**src/rtl/sdr_16_rd_capture_if.sv**
```systemverilog
// Read-capture bus between the SDRAM control/IO side and the egress FIFO.
interface sdr_16_rd_capture_if #(
  parameter int unsigned pend_w = 3
);
  logic              cmd_read;
  logic [15:0]       dq_i;
  logic              fifo_full;
  logic              clr_err;
  logic              fifo_wr;
  logic [31:0]       fifo_wr_data;
  logic [pend_w-1:0] rd_pending;
  logic              rd_idle;
  logic              err_overrun;
  logic              err_proto;

  modport master (
    output cmd_read, dq_i, fifo_full, clr_err,
    input  fifo_wr, fifo_wr_data, rd_pending, rd_idle, err_overrun, err_proto
  );

  modport slave (
    input  cmd_read, dq_i, fifo_full, clr_err,
    output fifo_wr, fifo_wr_data, rd_pending, rd_idle, err_overrun, err_proto
  );
endinterface

```
**src/rtl/sdr_16_rd_capture.sv**
```systemverilog
// SDR SDRAM 16-bit read-data capture: times the two BL2 beats after each RD
// command, packs them into a 32-bit FIFO word, tracks outstanding reads and
// raises sticky overrun / protocol error flags.
module sdr_16_rd_capture #(
  parameter int unsigned cl     = 2,
  parameter int unsigned io_dly = 1,
  parameter int unsigned pend_w = 3
) (
  input logic               sdram_clk,
  input logic               sdram_rst,
  sdr_16_rd_capture_if.slave bus
);

  localparam int unsigned LAT = cl + io_dly;
  // The last delay stage lives in the sequencer state (tap0), so the shift
  // register itself is one stage shorter than the full latency.
  localparam int unsigned DL = LAT - 1;
  localparam logic [pend_w-1:0] PEND_MAX = '1;

  typedef enum logic [1:0] {
    S_IDLE  = 2'b00,
    S_HI    = 2'b01,
    S_LO    = 2'b10,
    S_LO_HI = 2'b11
  } cap_state_t;

  cap_state_t        state, state_nxt;
  logic [DL-1:0]     dly;
  logic              cmd_prev;
  logic              cmd_acc;
  logic              proto_hit;
  logic              cap_hi, cap_lo;
  logic [15:0]       hi_reg;
  logic              fifo_wr_q;
  logic [31:0]       wr_data_q;
  logic [pend_w-1:0] pend_q, pend_nxt;
  logic              idle_q;
  logic              ovr_q, proto_q;

  assign cmd_acc   = bus.cmd_read & ~cmd_prev;
  assign proto_hit = bus.cmd_read &  cmd_prev;

  // Delay line carrying accepted RD commands toward the beat0 position.
  always_ff @(posedge sdram_clk) begin
    if (!sdram_rst) begin
      dly      <= '0;
      cmd_prev <= 1'b0;
    end else begin
      dly[0]   <= cmd_acc;
      for (int unsigned i = 1; i < DL; i++) dly[i] <= dly[i-1];
      cmd_prev <= bus.cmd_read;
    end
  end

  // Sequencer state register.
  always_ff @(posedge sdram_clk) begin
    if (!sdram_rst) state <= S_IDLE;
    else            state <= state_nxt;
  end

  // Decode capture strobes from the taps; next tap1 is the current tap0 and
  // next tap0 is the delay line output.
  always_comb begin
    state_nxt = S_IDLE;
    cap_hi    = 1'b0;
    cap_lo    = 1'b0;
    case (state)
      S_HI:    cap_hi = 1'b1;
      S_LO:    cap_lo = 1'b1;
      S_LO_HI: begin
        cap_hi = 1'b1;
        cap_lo = 1'b1;
      end
      default: ;
    endcase
    case ({cap_hi, dly[DL-1]})
      2'b01:   state_nxt = S_HI;
      2'b10:   state_nxt = S_LO;
      2'b11:   state_nxt = S_LO_HI;
      default: state_nxt = S_IDLE;
    endcase
  end

  // Beat capture and word assembly; in LO_HI the old hi_reg feeds the word
  // while the new beat0 is loaded.
  always_ff @(posedge sdram_clk) begin
    if (!sdram_rst) begin
      hi_reg    <= '0;
      fifo_wr_q <= 1'b0;
      wr_data_q <= '0;
    end else begin
      fifo_wr_q <= cap_lo;
      if (cap_hi) hi_reg    <= bus.dq_i;
      if (cap_lo) wr_data_q <= {hi_reg, bus.dq_i};
    end
  end

  // Saturating outstanding-read count; never drops below zero.
  always_comb begin
    pend_nxt = pend_q;
    if (cmd_acc && !fifo_wr_q && (pend_q != PEND_MAX))
      pend_nxt = pend_q + 1'b1;
    else if (!cmd_acc && fifo_wr_q && (pend_q != '0))
      pend_nxt = pend_q - 1'b1;
  end

  // Pending counter and registered idle flag.
  always_ff @(posedge sdram_clk) begin
    if (!sdram_rst) begin
      pend_q <= '0;
      idle_q <= 1'b1;
    end else begin
      pend_q <= pend_nxt;
      idle_q <= (pend_nxt == '0);
    end
  end

  // Sticky error flags; a new event beats a simultaneous clear.
  always_ff @(posedge sdram_clk) begin
    if (!sdram_rst) begin
      ovr_q   <= 1'b0;
      proto_q <= 1'b0;
    end else begin
      ovr_q   <= (fifo_wr_q & bus.fifo_full) | (ovr_q   & ~bus.clr_err);
      proto_q <= proto_hit                   | (proto_q & ~bus.clr_err);
    end
  end

  assign bus.fifo_wr      = fifo_wr_q;
  assign bus.fifo_wr_data = wr_data_q;
  assign bus.rd_pending   = pend_q;
  assign bus.rd_idle      = idle_q;
  assign bus.err_overrun  = ovr_q;
  assign bus.err_proto    = proto_q;

endmodule

```
**src/flat_wrapper.sv**
```systemverilog
// flat-port wrapper written by rule: the top's interface ports become plain ports
module sdr_16_rd_capture_flat 
#(
  parameter int unsigned cl     = 2,
  parameter int unsigned io_dly = 1,
  parameter int unsigned pend_w = 3
)
  (sdram_clk, sdram_rst, bus_cmd_read, bus_dq_i, bus_fifo_full, bus_clr_err, bus_fifo_wr, bus_fifo_wr_data, bus_rd_pending, bus_rd_idle, bus_err_overrun, bus_err_proto);
  sdr_16_rd_capture_if #(.pend_w(pend_w)) bus_i ();
  input logic sdram_clk;
  input logic sdram_rst;
  input wire logic [$bits(bus_i.cmd_read)-1:0] bus_cmd_read;
  input wire logic [$bits(bus_i.dq_i)-1:0] bus_dq_i;
  input wire logic [$bits(bus_i.fifo_full)-1:0] bus_fifo_full;
  input wire logic [$bits(bus_i.clr_err)-1:0] bus_clr_err;
  output wire logic [$bits(bus_i.fifo_wr)-1:0] bus_fifo_wr;
  output wire logic [$bits(bus_i.fifo_wr_data)-1:0] bus_fifo_wr_data;
  output wire logic [$bits(bus_i.rd_pending)-1:0] bus_rd_pending;
  output wire logic [$bits(bus_i.rd_idle)-1:0] bus_rd_idle;
  output wire logic [$bits(bus_i.err_overrun)-1:0] bus_err_overrun;
  output wire logic [$bits(bus_i.err_proto)-1:0] bus_err_proto;
  assign bus_i.cmd_read = bus_cmd_read;
  assign bus_i.dq_i = bus_dq_i;
  assign bus_i.fifo_full = bus_fifo_full;
  assign bus_i.clr_err = bus_clr_err;
  assign bus_fifo_wr = bus_i.fifo_wr;
  assign bus_fifo_wr_data = bus_i.fifo_wr_data;
  assign bus_rd_pending = bus_i.rd_pending;
  assign bus_rd_idle = bus_i.rd_idle;
  assign bus_err_overrun = bus_i.err_overrun;
  assign bus_err_proto = bus_i.err_proto;
  sdr_16_rd_capture #(.cl(cl), .io_dly(io_dly), .pend_w(pend_w)) u_core (.sdram_clk(sdram_clk), .sdram_rst(sdram_rst), .bus(bus_i));
endmodule
```
**config.mk**
```make
export PLATFORM = sky130hd
export DESIGN_NAME = sdr_16_rd_capture_flat
export DESIGN_NICKNAME = d
export VERILOG_FILES = /design/src/rtl/sdr_16_rd_capture_if.sv /design/src/rtl/sdr_16_rd_capture.sv /design/src/flat_wrapper.sv
export SDC_FILE = /design/constraint.sdc
export NUM_CORES = 1
export LEC_CHECK = 0
export ABC_AREA = 1
export CAP_MARGIN = 20
export CORE_ASPECT_RATIO = 1.1
export CORE_MARGIN = 4
export CORE_UTILIZATION = 42
export DETAILED_ROUTE_END_ITERATION = 8
export HOLD_SLACK_MARGIN = 0.03
export PLACE_DENSITY = 0.77
export SLEW_MARGIN = 10
export SYNTH_ARGS = -nofsm -noshare
export SYNTH_HDL_FRONTEND = slang
export SYNTH_SLANG_ARGS = --single-unit
export TNS_END_PERCENT = 20
```
**constraint.sdc**
```tcl
create_clock -name sdram_clk -period 1.1 [get_ports sdram_clk]
set_input_delay 0.275 -clock sdram_clk [delete_from_list [all_inputs] [get_ports sdram_clk]]
set_output_delay 0.275 -clock sdram_clk [all_outputs]
set_load 0.1 [all_outputs]
```
==> implementation parameters, run 1 <==
Parameter                              Value

Setup path
  Chain of cells forming the critical path ... ha_4 > ha_4 > nor2_4 > nand3_4 > o21ai_2 > inv_1 > nand2_1 > nand2_1 > nor2_2
  Crit path arrival time ... 1.59 ns
  Buffers and inverters on the worst path ... 1
  Required time reported for the critical path endpoint ... 1.37 ns
  CP Max Fanout ... 6
  Critical path class ... reg2reg
  Crit-path slowest cell ... sky130_fd_sc_hd__dfxtp_4
  Element type at the critical path end ... register
  Beginning of the worst register-to-register path ... u_core.bus.rd_pending[1]
  Family of cells with the greatest summed delay on the critical path ... simple AND/OR/NAND/NOR gates
  CP Launch Point ... u_core.bus.rd_pending[1]
  Worst path max stage delay ... around 0.35 ns
  Critical Path Source Type ... register

Yosys
  Post-synthesis area per instance ... 7.78 µm²
  Complex-gate fraction of the synthesized area ... approximately 12%
  Most frequent cell after synthesis ... sky130_fd_sc_hd__nor2_1
  Ys flop type ... sky130_fd_sc_hd__dfxtp_1
  Number of flip-flops and latches in the synthesized netlist ... 60
  Leading post-synthesis cells by instance count ... sky130_fd_sc_hd__nor2_1 (97), sky130_fd_sc_hd__dfxtp_1 (60), sky130_fd_sc_hd__o21ai_0 (49), sky130_fd_sc_hd__inv_1 (18), sky130_fd_sc_hd__nand2_1 (17)
  Combinational family with the most area after synthesis ... simple AND/OR/NAND/NOR gates
  Top cells by area, synth ... sky130_fd_sc_hd__dfxtp_1 (56%), sky130_fd_sc_hd__nor2_1 (17%), sky130_fd_sc_hd__o21ai_0 (11%), sky130_fd_sc_hd__inv_1 (3.1%), sky130_fd_sc_hd__nand2_1 (3.0%)
  Net count after synthesis ... a little over 300
  Seq/Total Area, Yosys ... 55.7%
  Synth Area in Adders ... 2.32%
  Multiplexer area fraction after synthesis ... 0%
  Netlist cell types ... 17
  Largest area contributor in the synthesized netlist ... sky130_fd_sc_hd__dfxtp_1
  Number of standard cells after synthesis ... around 280
  Share of the synthesized area in the top cell type ... 55.7%
  Xor/xnor share of the synthesized area ... 0%
  Async set-reset flop share out of synthesis ... 0%
  Number of synthesized flops with an enable pin ... 0
  Area of the mapped netlist ... 2160 µm²
  Post-Synth Simple-Gate Area ... 23.6%
  Count of synthesis-stage warnings from yosys ... 0

Detailed routing
  Via/cell ratio ... 5.02
  DR WL/cell ... approximately 13 µm
  Iteration-0 DRC count of the detailed router ... 92
  Final Routed Wirelength ... 5.60 mm
  Number of iterations in the first detailed-routing pass ... 4
  Post-DRT Antenna Nets ... 0
  Via count ... 2094
  DRC errors left ... 0

Clock tree
  Number of buffers created by CTS ... 9
  Clock root buffer ... sky130_fd_sc_hd__clkbuf_8
  Number of clock sinks ... 60
  Clock-pin slew on the worst setup and hold paths ... 0.07 ns
  Max H-tree Level ... 3
  CTS tree ... built
  Max Root-Sink Buffers ... 2
  Latest clock arrival within the worst-skew pair ... about 0.33 ns

Floorplanning
  Placeable core region ... 5000 µm²
  Number of core rows ... 27
  Die width ... about 76 µm
  Overall die area ... 6340 µm²
  Die Ht ... 83.1 µm
  Top Ports ... 60
  Starting utilization of the core area ... 43.1%

Global route
  Initial antenna violation count ... 0
  Via count of the first global-routing pass ... 2069
  Grt total ovfl ... 0
  Global-route wire length before repair ... 9.39 mm
  Maximum number of pins on one net before global-route repair ... 26
  Gr usage total ... between 10% and 20%

Timing
  Minimum period implied by the final worst setup slack ... 1.31 ns
  Slew @ Worst Pin ... 0.528 ns
  Fin crit share ... 120%
  Worst slew margin relative to its limit ... roughly 65%
  Final setup viols ... 43
  Setup repair after global routing missed its margin ... yes
  Achievable Freq ... 761 MHz
  Final Skew ... 0.00615 ns
  Worst Slack Setup Final ... -0.215 ns
  Final Slew Violations ... 0
  Number of hold violations in the final report ... 0

Worst hold path
  Hold Path Class ... reg2reg
  Worst hold start ... u_core.dly[0]

Power
  Fraction of power consumed by combinational cells ... between 10% and 20%
  Switching part of the total power ... 26.3%
  Pwr Total ... 5.24 mW
  Share of power burned in registers ... 43.6%
  Static power due to leakage ... 1.71 nW
  Relative contribution of the clock network to total power ... 40.5%
  Internal ... 3.86 mW
  Sw Pwr ... 1.38 mW
  Cell Pwr Density ... 1420 nW/µm²
  Worst vdd ir ... 1.13 mV

Run status
  Status ... finished, violations left
  Violated checks ... negative setup slack

Placement
  Port-buffer cells ... slightly below 60
  Setup Slack @ Placement ... -0.364 ns
  Half-perimeter wire length of the detailed placement result ... around 3.7 mm
  Placed Instances ... 394
  RD Place Congestion ... 0.806

Layout
  Ratio of cells with drive above 1 in the final layout ... 35.9%
  Area delta synth->final ... 71.1%
  Cell Count, Final, Fillers Out ... 417
  Filler Cells Inserted ... between 300 and 400
  Number of nets in the layout ... 379
  Diodes inserted ... 0
  Number of flip-flops under the largest register name ... 32

Flow run
  Number of maximum-capacitance violations ... 0
## worst register-to-register path, stage by stage, from the launching register on
cell and delay, ns:
sky130_fd_sc_hd__dfxtp_4 0.35, sky130_fd_sc_hd__ha_4 0.16, sky130_fd_sc_hd__ha_4 0.16, sky130_fd_sc_hd__nor2_4 0.09, sky130_fd_sc_hd__nand3_4 0.11, sky130_fd_sc_hd__o21ai_2 0.13, sky130_fd_sc_hd__inv_1 0.05, sky130_fd_sc_hd__nand2_1 0.07
sky130_fd_sc_hd__nand2_1 0.07, sky130_fd_sc_hd__nor2_2 0.08
## final cells by class
type                    count  area, µm²  area share [%]
repair buffers             80       1150            31.3
flip-flops and latches     60       1260            34.3
clock inverters             3       42.5            1.15
clock buffers              13        179            4.85
well taps                  58       72.6            1.97
inverters                  19       76.3            2.07
multi-input cells         184        901            24.4
## final timing paths
kind                         to  slack [ns]  depth (start not counted)
min reg2reg       u_core.dly[1]        0.42                          2
max reg2reg  u_core.bus.rd_idle       -0.21                          9
min               u_core.dly[1]        0.42                          2
max          u_core.bus.rd_idle       -0.21                          9
## kinds of logic after synthesis
logic type,count (synthesis)
DFF,60
AOI/OAI and AO/OA,52
adders and majority gates,4
buffers and inverters,33
and+or+nand+nor,128
## per-layer routing
layer / GRT usage, % / share of wire [%] / up-vias / wire (µm)
met5: 0 / 0 / - / 0
met3: 7.59 / 7.3 / 15 / 406
met1: 20.5 / 41 / 975 / 2290
li1: - / - / 1030 / -
met2: 30.6 / 49 / 74 / 2770
met4: 9.72 / 2.5 / 0 / 138
## placed cells by master (no fill, tap or decap)
cell / instances
sky130_fd_sc_hd__buf_6: 4
sky130_fd_sc_hd__buf_4: 17
sky130_fd_sc_hd__nand2_2: 1
sky130_fd_sc_hd__nor2_1: 97
sky130_fd_sc_hd__o21ai_0: 49
sky130_fd_sc_hd__a21boi_0: 1
sky130_fd_sc_hd__nand2_1: 17
sky130_fd_sc_hd__bufinv_16: 1
sky130_fd_sc_hd__nand3_1: 7
sky130_fd_sc_hd__inv_4: 2
sky130_fd_sc_hd__dfxtp_4: 6
sky130_fd_sc_hd__nor2_4: 1
sky130_fd_sc_hd__nand4_1: 1
sky130_fd_sc_hd__nand3_4: 1
sky130_fd_sc_hd__clkbuf_8: 13
sky130_fd_sc_hd__dfxtp_2: 32
sky130_fd_sc_hd__nor2_2: 1
sky130_fd_sc_hd__inv_2: 1
sky130_fd_sc_hd__clkinvlp_4: 1
sky130_fd_sc_hd__inv_1: 16
sky130_fd_sc_hd__nand3_2: 2
sky130_fd_sc_hd__dfxtp_1: 22
sky130_fd_sc_hd__ha_4: 4
sky130_fd_sc_hd__clkinv_2: 1
sky130_fd_sc_hd__clkdlybuf4s50_1: 20
sky130_fd_sc_hd__o21ai_2: 2
sky130_fd_sc_hd__buf_12: 39
## per-stage QoR
step / utilization, % / cell area [µm²] / setup TNS (ns) / hold WS, ns
floorplan: - / 2220 / -7.57 / 0.386
finish: 73.8 / 3690 / -2.59 / 0.422
global route: 73.8 / 3690 / -4.25 / 0.443
global placement: 66.4 / 3320 / -9.39 / 0.403
detailed placement: 66.4 / 3320 / -10.40 / 0.423
CTS: 72.7 / 3640 / -3.24 / 0.426
## power groups by stage
stage | Sequential (mW) | Combinational [mW] | Clock (mW)
2_1_floorplan | 2.60 | 0.167 | 0
3_3_place_gp | 2.33 | 0.761 | 0
3_5_place_dp | 2.34 | 0.773 | 0
4_1_cts | 2.29 | 0.809 | 2.15
5_1_grt | 2.29 | 0.873 | 2.26
6_report | 2.29 | 0.830 | 2.12
## what timing repair did
item                                    CTS  global route
endpoints found under the setup margin   43            43
hold buffers                              0             0
pin swaps                                 4             2
setup buffers                             4             3
resized for setup                        32             7
Note: power is estimated with default switching activity, not from simulation.
==> run 2, diff against run 1 <==
--- a/config.mk
+++ b/config.mk
@@ -12,7 +12,8 @@
 export CORE_UTILIZATION = 42
 export DETAILED_ROUTE_END_ITERATION = 8
 export HOLD_SLACK_MARGIN = 0.03
-export PLACE_DENSITY = 0.77
+export PLACE_DENSITY = 0.75
+export RECOVER_POWER = 25
 export SLEW_MARGIN = 10
 export SYNTH_ARGS = -nofsm -noshare
 export SYNTH_HDL_FRONTEND = slang
==> implementation parameters, run 2 (synthesized netlist as in run 1, its figures left out) <==
Parameter                              Value

Power
  Pwr Total ... 5.87 mW (+12%)
  Worst vdd ir ... 1.73 mV (+53%)
  Cell Pwr Density ... 1580 nW/µm² (+11%)
  Static power due to leakage ... 1.72 nW (+0.72%)

Floorplanning
  Die Ht ... 83.1 µm (unchanged)
  Starting utilization of the core area ... 43.1% (unchanged)
  Die width ... 76.3 µm (unchanged)
  Number of core rows ... 27 (unchanged)
  Placeable core region ... 5000 µm² (unchanged)
  Overall die area ... 6340 µm² (unchanged)
  Top Ports ... 60 (unchanged)

Detailed routing
  Via/cell ratio ... 4.95 (-1.3%)
  DR WL/cell ... 14.2 µm (+5.7%)
  Post-DRT Antenna Nets ... 0 (unchanged)
  Number of iterations in the first detailed-routing pass ... 4 (unchanged)
  Final Routed Wirelength ... 5.88 mm (+5.0%)
  Via count ... 2051 (-2.1%)
  Iteration-0 DRC count of the detailed router ... 83 (-9.8%)
  DRC errors left ... 0 (unchanged)

Timing
  Number of hold violations in the final report ... 0 (unchanged)
  Worst Slack Setup Final ... -0.274 ns (-0.0591 ns)
  Fin crit share ... 125% (+5.4 points)
  Worst slew margin relative to its limit ... 65.5% (+0.75 points)
  Final Slew Violations ... 0 (unchanged)
  Minimum period implied by the final worst setup slack ... 1.37 ns (+0.0591 ns)
  Final Skew ... 0.00715 ns (+0.000999 ns)
  Setup repair after global routing missed its margin ... yes
  Achievable Freq ... 728 MHz (-4.3%)
  Final setup viols ... 83 (+93%)
  Slew @ Worst Pin ... 0.517 ns (-0.0112 ns)

Clock tree
  Latest clock arrival within the worst-skew pair ... 0.34 ns (about the same)
  Max H-tree Level ... 3 (unchanged)
  Number of buffers created by CTS ... 9 (unchanged)
  Clock-pin slew on the worst setup and hold paths ... 0.07 ns (about the same)
  Count of hold-fix buffers inserted at cts ... 0 (unchanged)
  Number of clock sinks ... 60 (unchanged)
  CTS tree ... built
  Clock root buffer ... sky130_fd_sc_hd__clkbuf_8
  Max Root-Sink Buffers ... 2 (unchanged)

Layout
  Final Core Density ... 74.4% (+0.68 points)
  Ratio of cells with drive above 1 in the final layout ... 35.4% (-0.54 points)
  Final Cell Area ... 3720 µm² (+0.92%)
  Number of flip-flops under the largest register name ... 32 (unchanged)
  Diodes inserted ... 0 (unchanged)
  Most frequent cells in the layout ... sky130_fd_sc_hd__nor2_1 (97), sky130_fd_sc_hd__o21ai_0 (49), sky130_fd_sc_hd__buf_12 (40), sky130_fd_sc_hd__dfxtp_2 (32), sky130_fd_sc_hd__dfxtp_1 (22)
  Most common library cell in the layout ignoring fill and taps ... sky130_fd_sc_hd__nor2_1
  Area delta synth->final ... 72.7%
  Number of nets in the layout ... 376 (-0.79%)

Global route
  Via count of the first global-routing pass ... 2102 (+1.6%)
  Gr usage total ... 19.7% (+1.0 points)
  Grt total ovfl ... 0 (unchanged)
  Global-route wire length before repair ... 9.94 mm (+5.9%)
  Maximum number of pins on one net before global-route repair ... 30 (+15%)
  Initial antenna violation count ... 0 (unchanged)

Setup path
  Number of cells on the worst reg-to-reg path ... 9 (unchanged)
  Worst path max stage delay ... 0.37 ns (+0.02 ns)
  Required time reported for the critical path endpoint ... 1.38 ns (about the same)
  Chain of cells forming the critical path ... ha_4 > ha_4 > nor2_4 > nand3_4 > o21ai_2 > inv_2 > nand2_2 > nand2_1 > nor2_2
  Element type at the critical path end ... register
  Crit-path slowest cell ... sky130_fd_sc_hd__dfxtp_4
  Family of cells with the greatest summed delay on the critical path ... simple AND/OR/NAND/NOR gates
  CP Launch Point ... u_core.bus.rd_pending[0]
  Buffers and inverters on the worst path ... 1 (unchanged)
  Crit path arrival time ... 1.65 ns (+0.06 ns)
  CP Max Fanout ... 6 (unchanged)
  Number of stages on the worst setup path ... 9 (unchanged)
  Cell with the most instances on the worst path ... sky130_fd_sc_hd__ha_4
  Critical Path Source Type ... register
  Critical path class ... reg2reg
  Beginning of the worst register-to-register path ... u_core.bus.rd_pending[0]

Placement
  Half-perimeter wire length of the detailed placement result ... 3.70 mm (-0.96%)
  RD Place Congestion ... 0.803 (-0.41%)
  Cell area after placement ... 3340 µm² (+0.60%)
  Port-buffer cells ... 59 (unchanged)
  Setup Slack @ Placement ... -0.338 ns (+0.0260 ns)

Run status
  Violated checks ... negative setup slack
  Status ... finished, violations left

Worst hold path
  Number of instances on the worst hold path ... 2 (unchanged)
  Worst hold start ... u_core.dly[1]
  Hold Path Class ... reg2reg

Flow run
  Number of maximum-capacitance violations ... 0 (unchanged)
-- run 2: changes by cell type in the layout (fill, tap and decap cells not counted), sizes merged --
| cell | before | now |
|---|---|---|
| buf | 60 | 55 |
| bufinv | 1 | 4 |
| clkbuf | 13 | 12 |
| clkdlybuf4s50 | 20 | 19 |
| dlygate4sd3 | 0 | 1 |
-- run 2: what timing repair did --
action / in CTS / in global routing
resized for setup: 34 / 6
setup endpoints to repair: 43 / 63
pin swaps: 8 / 2
setup buffers: 2 / 1
-- run 2: report_power, final --
group          switching (mW)  internal [mW]  total [mW]
Combinational           0.493          0.336       0.828
Clock                   0.882           1.87        2.75
Sequential             0.0553           2.23        2.29
Total                    1.43           4.44        5.87
-- run 2: worst reg2reg max path, stage by stage, from the launching register on --
cell and delay [ns]:
sky130_fd_sc_hd__dfxtp_4 0.37, sky130_fd_sc_hd__ha_4 0.16, sky130_fd_sc_hd__ha_4 0.16, sky130_fd_sc_hd__nor2_4 0.09, sky130_fd_sc_hd__nand3_4 0.11, sky130_fd_sc_hd__o21ai_2 0.18, sky130_fd_sc_hd__inv_2 0.06, sky130_fd_sc_hd__nand2_2 0.07
sky130_fd_sc_hd__nand2_1 0.06, sky130_fd_sc_hd__nor2_2 0.07
-- run 2: path summary, 6_finish.rpt --
| kind | end | slack (ns) |
|---|---|---|
| max | u_core.bus.rd_idle | -0.27 |
| min | u_core.state[0] | 0.42 |
| max reg2reg | u_core.bus.rd_idle | -0.27 |
| min reg2reg | u_core.state[0] | 0.42 |
-- run 2: area by class of cell --
type	count	area, µm²
fill	344	1280
sequential	60	1260
timing repair buffer	77	1140
multi-input combinational	184	887
clock buffer	10	149
clock inverter	6	133
inverter	19	76.3
tap	58	72.6
-- run 2: layer usage --
metal	vias up	track usage [%]	wire, µm
met3	8	9.54	402
met1	958	22.9	2450
met4	0	6.26	67
li1	1022	-	-
met5	-	0	0
met2	63	31.7	2960
-- run 2: per-stage QoR --
step | TNS (ns) | std cells | hold slack, ns
after global routing | -7.79 | 414 | 0.450
final | -3.85 | 414 | 0.419
after CTS | -3.46 | 413 | 0.427
after floorplan | -7.57 | 277 | 0.386
after detailed placement | -13.41 | 395 | 0.401
after global placement | -11.36 | 395 | 0.396
==> run 3, diff against run 2 <==
--- a/config.mk
+++ b/config.mk
@@ -10,6 +10,7 @@
 export CORE_ASPECT_RATIO = 1.1
 export CORE_MARGIN = 4
 export CORE_UTILIZATION = 42
+export CTS_CLUSTER_SIZE = 8
 export DETAILED_ROUTE_END_ITERATION = 8
 export HOLD_SLACK_MARGIN = 0.03
 export PLACE_DENSITY = 0.75
==> results of run 3 <==
Same layout as run 2: the final DEF is identical, and so are final timing and power.
